**src/rtl/spi_reg_ctrl_pkg.sv**
```systemverilog
// Shared types and constants for the SPI register controller.
// Frame FSM states and command-byte layout.
package spi_reg_ctrl_pkg;

  localparam int unsigned CMD_RD_BIT = 7;
  localparam int unsigned DATA_W = 8;
  localparam logic [7:0] DEFAULT_STATUS = 8'hA5;

  typedef enum logic [2:0] {
    IDLE,
    CMD,
    WRITE,
    RD_ISSUE,
    RD_LATCH,
    READ
  } spi_ctrl_state_t;

endpackage

```
**src/rtl/spi_reg_ctrl_if.sv**
```systemverilog
// Simple register bus between the SPI frame controller and a register file.
// Read data is expected one clock after the read strobe.
interface spi_reg_ctrl_if
  import spi_reg_ctrl_pkg::*;
#(
  parameter int unsigned ADDR_W = 7
);

  logic [ADDR_W-1:0] reg_addr;
  logic [DATA_W-1:0] reg_wdata;
  logic              reg_we;
  logic              reg_re;
  logic [DATA_W-1:0] reg_rdata;

  modport master (
    output reg_addr,
    output reg_wdata,
    output reg_we,
    output reg_re,
    input  reg_rdata
  );

  modport slave (
    input  reg_addr,
    input  reg_wdata,
    input  reg_we,
    input  reg_re,
    output reg_rdata
  );

endinterface

```
**src/rtl/spi_reg_ctrl.sv**
```systemverilog
// Frame-level controller behind an SPI slave byte engine.
// Decodes command bytes and sequences register reads/writes.
module spi_reg_ctrl
  import spi_reg_ctrl_pkg::*;
#(
  parameter int unsigned ADDR_W      = 7,
  parameter logic [7:0]  STATUS_BYTE = DEFAULT_STATUS
) (
  input  logic                  clk,
  input  logic                  rst_n,
  input  logic                  ss,
  input  logic [7:0]            rx_byte,
  input  logic                  rx_valid,
  output logic [7:0]            tx_byte,
  spi_reg_ctrl_if.master        bus,
  output logic                  frame_done
);

  spi_ctrl_state_t   state_q;
  spi_ctrl_state_t   state_d;
  logic [ADDR_W-1:0] addr_q;
  logic              ss_q;
  logic              cmd_rd;

  assign cmd_rd = rx_byte[CMD_RD_BIT];

  // Next-state decode; ss high always returns to IDLE.
  always_comb begin
    state_d = state_q;
    if (ss) begin
      state_d = IDLE;
    end else begin
      unique case (state_q)
        IDLE:     if (ss_q) state_d = CMD;
        CMD:      if (rx_valid) state_d = cmd_rd ? RD_ISSUE : WRITE;
        WRITE:    state_d = WRITE;
        RD_ISSUE: state_d = RD_LATCH;
        RD_LATCH: state_d = READ;
        READ:     if (rx_valid) state_d = RD_ISSUE;
        default:  state_d = IDLE;
      endcase
    end
  end

  // Address counter: loaded by the command, stepped per access.
  always_ff @(posedge clk or negedge rst_n) begin
    if (!rst_n) begin
      addr_q <= '0;
    end else if (!ss) begin
      unique case (state_q)
        CMD:      if (rx_valid) addr_q <= rx_byte[ADDR_W-1:0];
        WRITE:    if (rx_valid) addr_q <= addr_q + ADDR_W'(1);
        RD_LATCH: addr_q <= addr_q + ADDR_W'(1);
        default:  addr_q <= addr_q;
      endcase
    end
  end

  // State register and registered bus/tx/frame outputs.
  always_ff @(posedge clk or negedge rst_n) begin
    if (!rst_n) begin
      state_q       <= IDLE;
      ss_q          <= 1'b0;
      tx_byte       <= STATUS_BYTE;
      bus.reg_addr  <= '0;
      bus.reg_wdata <= '0;
      bus.reg_we    <= 1'b0;
      bus.reg_re    <= 1'b0;
      frame_done    <= 1'b0;
    end else begin
      state_q    <= state_d;
      ss_q       <= ss;
      bus.reg_we <= 1'b0;
      bus.reg_re <= 1'b0;
      frame_done <= 1'b0;
      if (ss) begin
        if (state_q != IDLE) begin
          tx_byte    <= STATUS_BYTE;
          frame_done <= (state_q != CMD);
        end
      end else begin
        unique case (state_q)
          CMD: begin
            if (rx_valid && cmd_rd) begin
              bus.reg_re   <= 1'b1;
              bus.reg_addr <= rx_byte[ADDR_W-1:0];
            end
          end
          WRITE: begin
            if (rx_valid) begin
              bus.reg_we    <= 1'b1;
              bus.reg_addr  <= addr_q;
              bus.reg_wdata <= rx_byte;
            end
          end
          RD_LATCH: tx_byte <= bus.reg_rdata;
          READ: begin
            if (rx_valid) begin
              bus.reg_re   <= 1'b1;
              bus.reg_addr <= addr_q;
            end
          end
          default: ;
        endcase
      end
    end
  end

endmodule

```
**src/flat_wrapper.sv**
```systemverilog
// flat-port wrapper written by rule: the top's interface ports become plain ports
module spi_reg_ctrl_flat import spi_reg_ctrl_pkg::*;
#(
  parameter int unsigned ADDR_W      = 7,
  parameter logic [7:0]  STATUS_BYTE = DEFAULT_STATUS
)
  (clk, rst_n, ss, rx_byte, rx_valid, tx_byte, frame_done, bus_reg_addr, bus_reg_wdata, bus_reg_we, bus_reg_re, bus_reg_rdata);
  spi_reg_ctrl_if #(.ADDR_W(ADDR_W)) bus_i ();
  input  logic clk;
  input  logic rst_n;
  input  logic ss;
  input  logic [7:0] rx_byte;
  input  logic rx_valid;
  output logic [7:0] tx_byte;
  output logic frame_done;
  output wire logic [$bits(bus_i.reg_addr)-1:0] bus_reg_addr;
  output wire logic [$bits(bus_i.reg_wdata)-1:0] bus_reg_wdata;
  output wire logic [$bits(bus_i.reg_we)-1:0] bus_reg_we;
  output wire logic [$bits(bus_i.reg_re)-1:0] bus_reg_re;
  input wire logic [$bits(bus_i.reg_rdata)-1:0] bus_reg_rdata;
  assign bus_reg_addr = bus_i.reg_addr;
  assign bus_reg_wdata = bus_i.reg_wdata;
  assign bus_reg_we = bus_i.reg_we;
  assign bus_reg_re = bus_i.reg_re;
  assign bus_i.reg_rdata = bus_reg_rdata;
  spi_reg_ctrl #(.ADDR_W(ADDR_W), .STATUS_BYTE(STATUS_BYTE)) u_core (.clk(clk), .rst_n(rst_n), .ss(ss), .rx_byte(rx_byte), .rx_valid(rx_valid), .tx_byte(tx_byte), .bus(bus_i), .frame_done(frame_done));
endmodule
```
**config.mk**
```make
export PLATFORM = sky130hd
export DESIGN_NAME = spi_reg_ctrl_flat
export DESIGN_NICKNAME = d
export VERILOG_FILES = /design/src/rtl/spi_reg_ctrl_pkg.sv /design/src/rtl/spi_reg_ctrl_if.sv /design/src/rtl/spi_reg_ctrl.sv /design/src/flat_wrapper.sv
export SDC_FILE = /design/constraint.sdc
export NUM_CORES = 1
export LEC_CHECK = 0
export ABC_AREA = 1
export CAP_MARGIN = 5
export CELL_PAD_IN_SITES_DETAIL_PLACEMENT = 2
export CELL_PAD_IN_SITES_GLOBAL_PLACEMENT = 2
export CORE_MARGIN = 2
export CORE_UTILIZATION = 25
export CTS_CLUSTER_SIZE = 40
export DETAILED_ROUTE_END_ITERATION = 7
export PLACE_DENSITY_LB_ADDON = 0.12
export SLEW_MARGIN = 25
export SYNTH_ARGS = -nofsm -noshare
export SYNTH_HDL_FRONTEND = slang
export SYNTH_SLANG_ARGS = --single-unit
```
**constraint.sdc**
```tcl
create_clock -name clk -period 1.2 [get_ports clk]
set_input_delay 0.24 -clock clk [delete_from_list [all_inputs] [get_ports clk]]
set_output_delay 0.24 -clock clk [all_outputs]
set_load 0.1 [all_outputs]
```
==> reports/qor.csv, run 1 <==
stage,metric,value,unit
run_status,outcome,"complete, but fails checks",
run_status,failing checks,negative setup slack,
cells_and_area,layout cells sized above 1,0.358,
pwr,Reg power frac,0.278,
clocking,CTS tree,done,
setup_path,R2R Path Start,u_core.state_q[2],
timing,final setup margin,-223,ps
synthesis,Simple-Gate Fraction of Synth Area,0.273,
setup_path,Crit-path slowest cell,dfrtp_1,
setup_path,critical path cell sequence,inv_2 -> nand3_4 -> buf_4 -> nand2_2 -> o21ai_0 -> nand2_1 -> nand2_1,
synthesis,mux cell area share after synthesis,0,
cells_and_area,"commonest non-fill, non-tap cell in the layout",nand2_1,
clocking,Clock Sink Count,37,
timing,"Hold Violations, Final",0,
synthesis,adder-cell share of the synthesized area,0.00697,
detailed_routing,DRT Pass-1 Iters,4,
clocking,CTS root buffer,clkbuf_8,
detailed_routing,routed vias/inst,4.49,
detailed_routing,WL/cell,16.1,um
timing,Fin Setup TNS,-5050,ps
place,Final HPWL DP,4350,um
timing,count of final setup violators,38,
pwr,Leakage,0.00153,uW
die,Ports,46,
global_routing,first-pass GRT wire length,9420,um
global_routing,Overflow after GRT,0,
clocking,"Clk pin slew, worst setup/hold paths",80,ps
setup_path,CP most frequent cell,nand2_1,
place,# port buffers,45,
clocking,CTS Buf Count,5,
setup_path,worst r2r dst,u_core.bus.reg_addr[6],
clocking,htree depth,2,
global_routing,number of global-route vias before repair,1838,
timing,final worst-path cycle share,1.19,
global_routing,GRT Overall Usage,0.159,
synthesis,post-synthesis xor/xnor area fraction,0.00488,
pwr,Pwr Density,2430,nW/um2
synthesis,largest cells by area after synthesis,"dfrtp_1, nand2_1, dfstp_2",
cells_and_area,design area,3140,um2
die,core area,6870,um2
flow_run,max-cap violations,0,
pwr,Sw Share,0.487,
cells_and_area,"commonest non-fill, non-tap cells in the layout","nand2_1, buf_4, dfrtp_1, buf_12, inv_1",
synthesis,Compound-Gate Fraction of Synth Area,0.116,
cells_and_area,Final Net Count,327,
timing,Final min period,1420,ps
global_routing,largest net degree at the start of global routing,38,
pwr,Logic pwr share,0.572,
synthesis,library cells used by synthesis,25,
pwr,Max IR drop VDD,0.000960,V
setup_path,R2R setup slack,-220,ps
timing,Rel. slew slack,0.828,
detailed_routing,Final ANT Viol Nets,0,
detailed_routing,Vias,1809,
die,Die Span Y,88.7,um
clocking,Max Root-Sink Buffers,2,
timing,Slew Limit Fails,0,
synthesis,top cell type's share of synthesized area,0.460,
synthesis,largest family of logic cells by synthesized area,simple AND/OR/NAND/NOR gates,
place,area post-placement,2780,um2
clocking,clk_lat worst skew,290,ps
synthesis,syn avg cell area,8.23,um2
die,die span in x,88.7,um
detailed_routing,DR DRC count,0,
global_routing,initial antenna violation count,0,
timing,unrepaired setup endpoints after global routing,true,
cells_and_area,antenna diode count,0,
setup_path,startpoint class of the critical path,flip-flop,
setup_path,Worst Setup EP,u_core.bus.reg_addr[6],
detailed_routing,WL final,6480,um
cells_and_area,Util after Layout,0.456,
timing,worst-margin pin slew,258,ps
place,pre-CTS setup slack,-424,ps
synthesis,Mapped Cells,218,
detailed_routing,initial DRC count,35,
setup_path,Setup crit start,u_core.state_q[2],
cells_and_area,area delta synth->final,74.8,%
pwr,Psw,3710,uW
synthesis,"Net Count, Synth",239,
timing,FMAX,0.703,GHz
synthesis,"flops & latches, synth",37,
setup_path,R2R depth,7,
synthesis,Synth warnings,0,
die,# rows,30,
setup_path,CP endpoint kind,flip-flop,
die,Initial Util,0.261,
setup_path,worst-path fanout max,7,
timing,Layout Skew,6.40,ps
die,die area,7870,um2
synthesis,post-synthesis cell area,1790,um2
timing,hold slack,444,ps
setup_path,CP Data Arrival Time,1660,ps
pwr,internal power,3900,uW
setup_path,Worst path max stage delay,440,ps
synthesis,cell taking the most area after synthesis,dfrtp_1,
synthesis,post-synthesis sequential area ratio,0.519,
cells_and_area,fill cell count,753,
setup_path,critical path class,flip-flop to flip-flop,
pwr,Clock Power Share,0.149,
place,RD Place Congestion,0.775,
setup_path,CP Data Required Time,1430,ps
hold_path,type of the most critical hold path,input pin to async pin,
[synth_stat cells]
library cell and count:
a22o_1 4, nand3_2 1, dfrtp_1 33, inv_1 25, nand3b_1 1, buf_2 1
o21bai_1 2, o21ai_0 18, nand3_1 14, ha_1 1, o22a_1 4, inv_2 3
nand2_1 79, nor3_1 1, nor2_2 1, nand2_2 5, buf_6 3, nor2_1 8
xor2_1 1, nand2_4 1, nor2_4 2, dfstp_2 4, a21oi_1 3, o21ai_1 2
o31ai_1 1
[sequential cells by signal (all words and copies together), names as in the netlist]
signal	count
u_core.frame_done	1
u_core.bus.reg_addr	7
u_core.ss_q	1
u_core.state_q	3
u_core.bus.reg_re	1
u_core.addr_q	7
u_core.tx_byte	8
u_core.bus.reg_we	1
u_core.bus.reg_wdata	8
[power by group through the flow]
stage / Sequential [uW] / Combinational [uW] / Clock (uW)
floorplan: 3820 / 714 / 0
global placement: 2110 / 4120 / 0
detailed placement: 2130 / 4190 / 0
CTS: 2120 / 4260 / 1190
global route: 2180 / 4580 / 1230
finish: 2120 / 4350 / 1140
[worst min path at each step]
stage                     startpoint           endpoint  slack [ps]  depth (start not counted)
after floorplan                rst_n   u_core.addr_q[0]         -60                          0
after global placement         rst_n  u_core.state_q[0]         230                          2
after detailed placement       rst_n  u_core.bus.reg_re         230                          2
after CTS                      rst_n  u_core.bus.reg_re         450                          3
after global routing           rst_n  u_core.bus.reg_re         460                          3
final                          rst_n  u_core.bus.reg_re         440                          3
[logic make-up (layout without fill, tap and decap cells)]
logic type      after synthesis  count (layout)
simple gates                113             116
fa+ha+maj                     1               1
flops                        37              37
compound gates               34              34
xor+xnor                      1               1
buf+inv                      32             118
[metal layers]
metal	share of wire	global-route usage	up-vias
li1	-	-	868
met1	0.46	0.213	901
met2	0.50	0.256	33
met3	0.026	0.0354	7
met4	0.0074	0.0455	0
met5	0	0	-
[timing repair]
| item | in CTS | in global routing |
|---|---|---|
| hold endpoints to repair | 33 | 0 |
| gates resized for setup | 12 | 22 |
| gates cloned | 0 | 3 |
| hold buffers | 1 | 0 |
| setup buffers | 3 | 11 |
| endpoints found under the setup margin | 35 | 37 |
| pin swaps | 9 | 9 |
[cell type report]
cell class	instances	area, um2	share of cell area
timing repair buffer	82	1020	0.326
sequential	37	933	0.298
multi-input combinational	152	827	0.264
tap	96	120	0.0383
inverter	28	116	0.0371
clock buffer	7	86.3	0.0275
clock inverter	1	30.0	0.00958
[through the flow]
step / cells / total power (uW)
after floorplan: 218 / 4530
after global placement: 377 / 6230
after detailed placement: 377 / 6330
after CTS: 389 / 7560
after global routing: 403 / 7990
final: 403 / 7610
[worst max-delay path, delay by kind of cell, from the launching register on]
kind            cells  cell delay (ps)
flops               1              440
buf+inv             2              240
simple gates        4              460
compound gates      1              240
No activity file was read; power rests on OpenSTA's default activity.
==> run 2, diff against run 1 <==
CTS_CLUSTER_DIAMETER = 80   (was unset)
==> results of run 2 <==
Same layout as run 1: the final DEF is identical, and so are final timing and power.
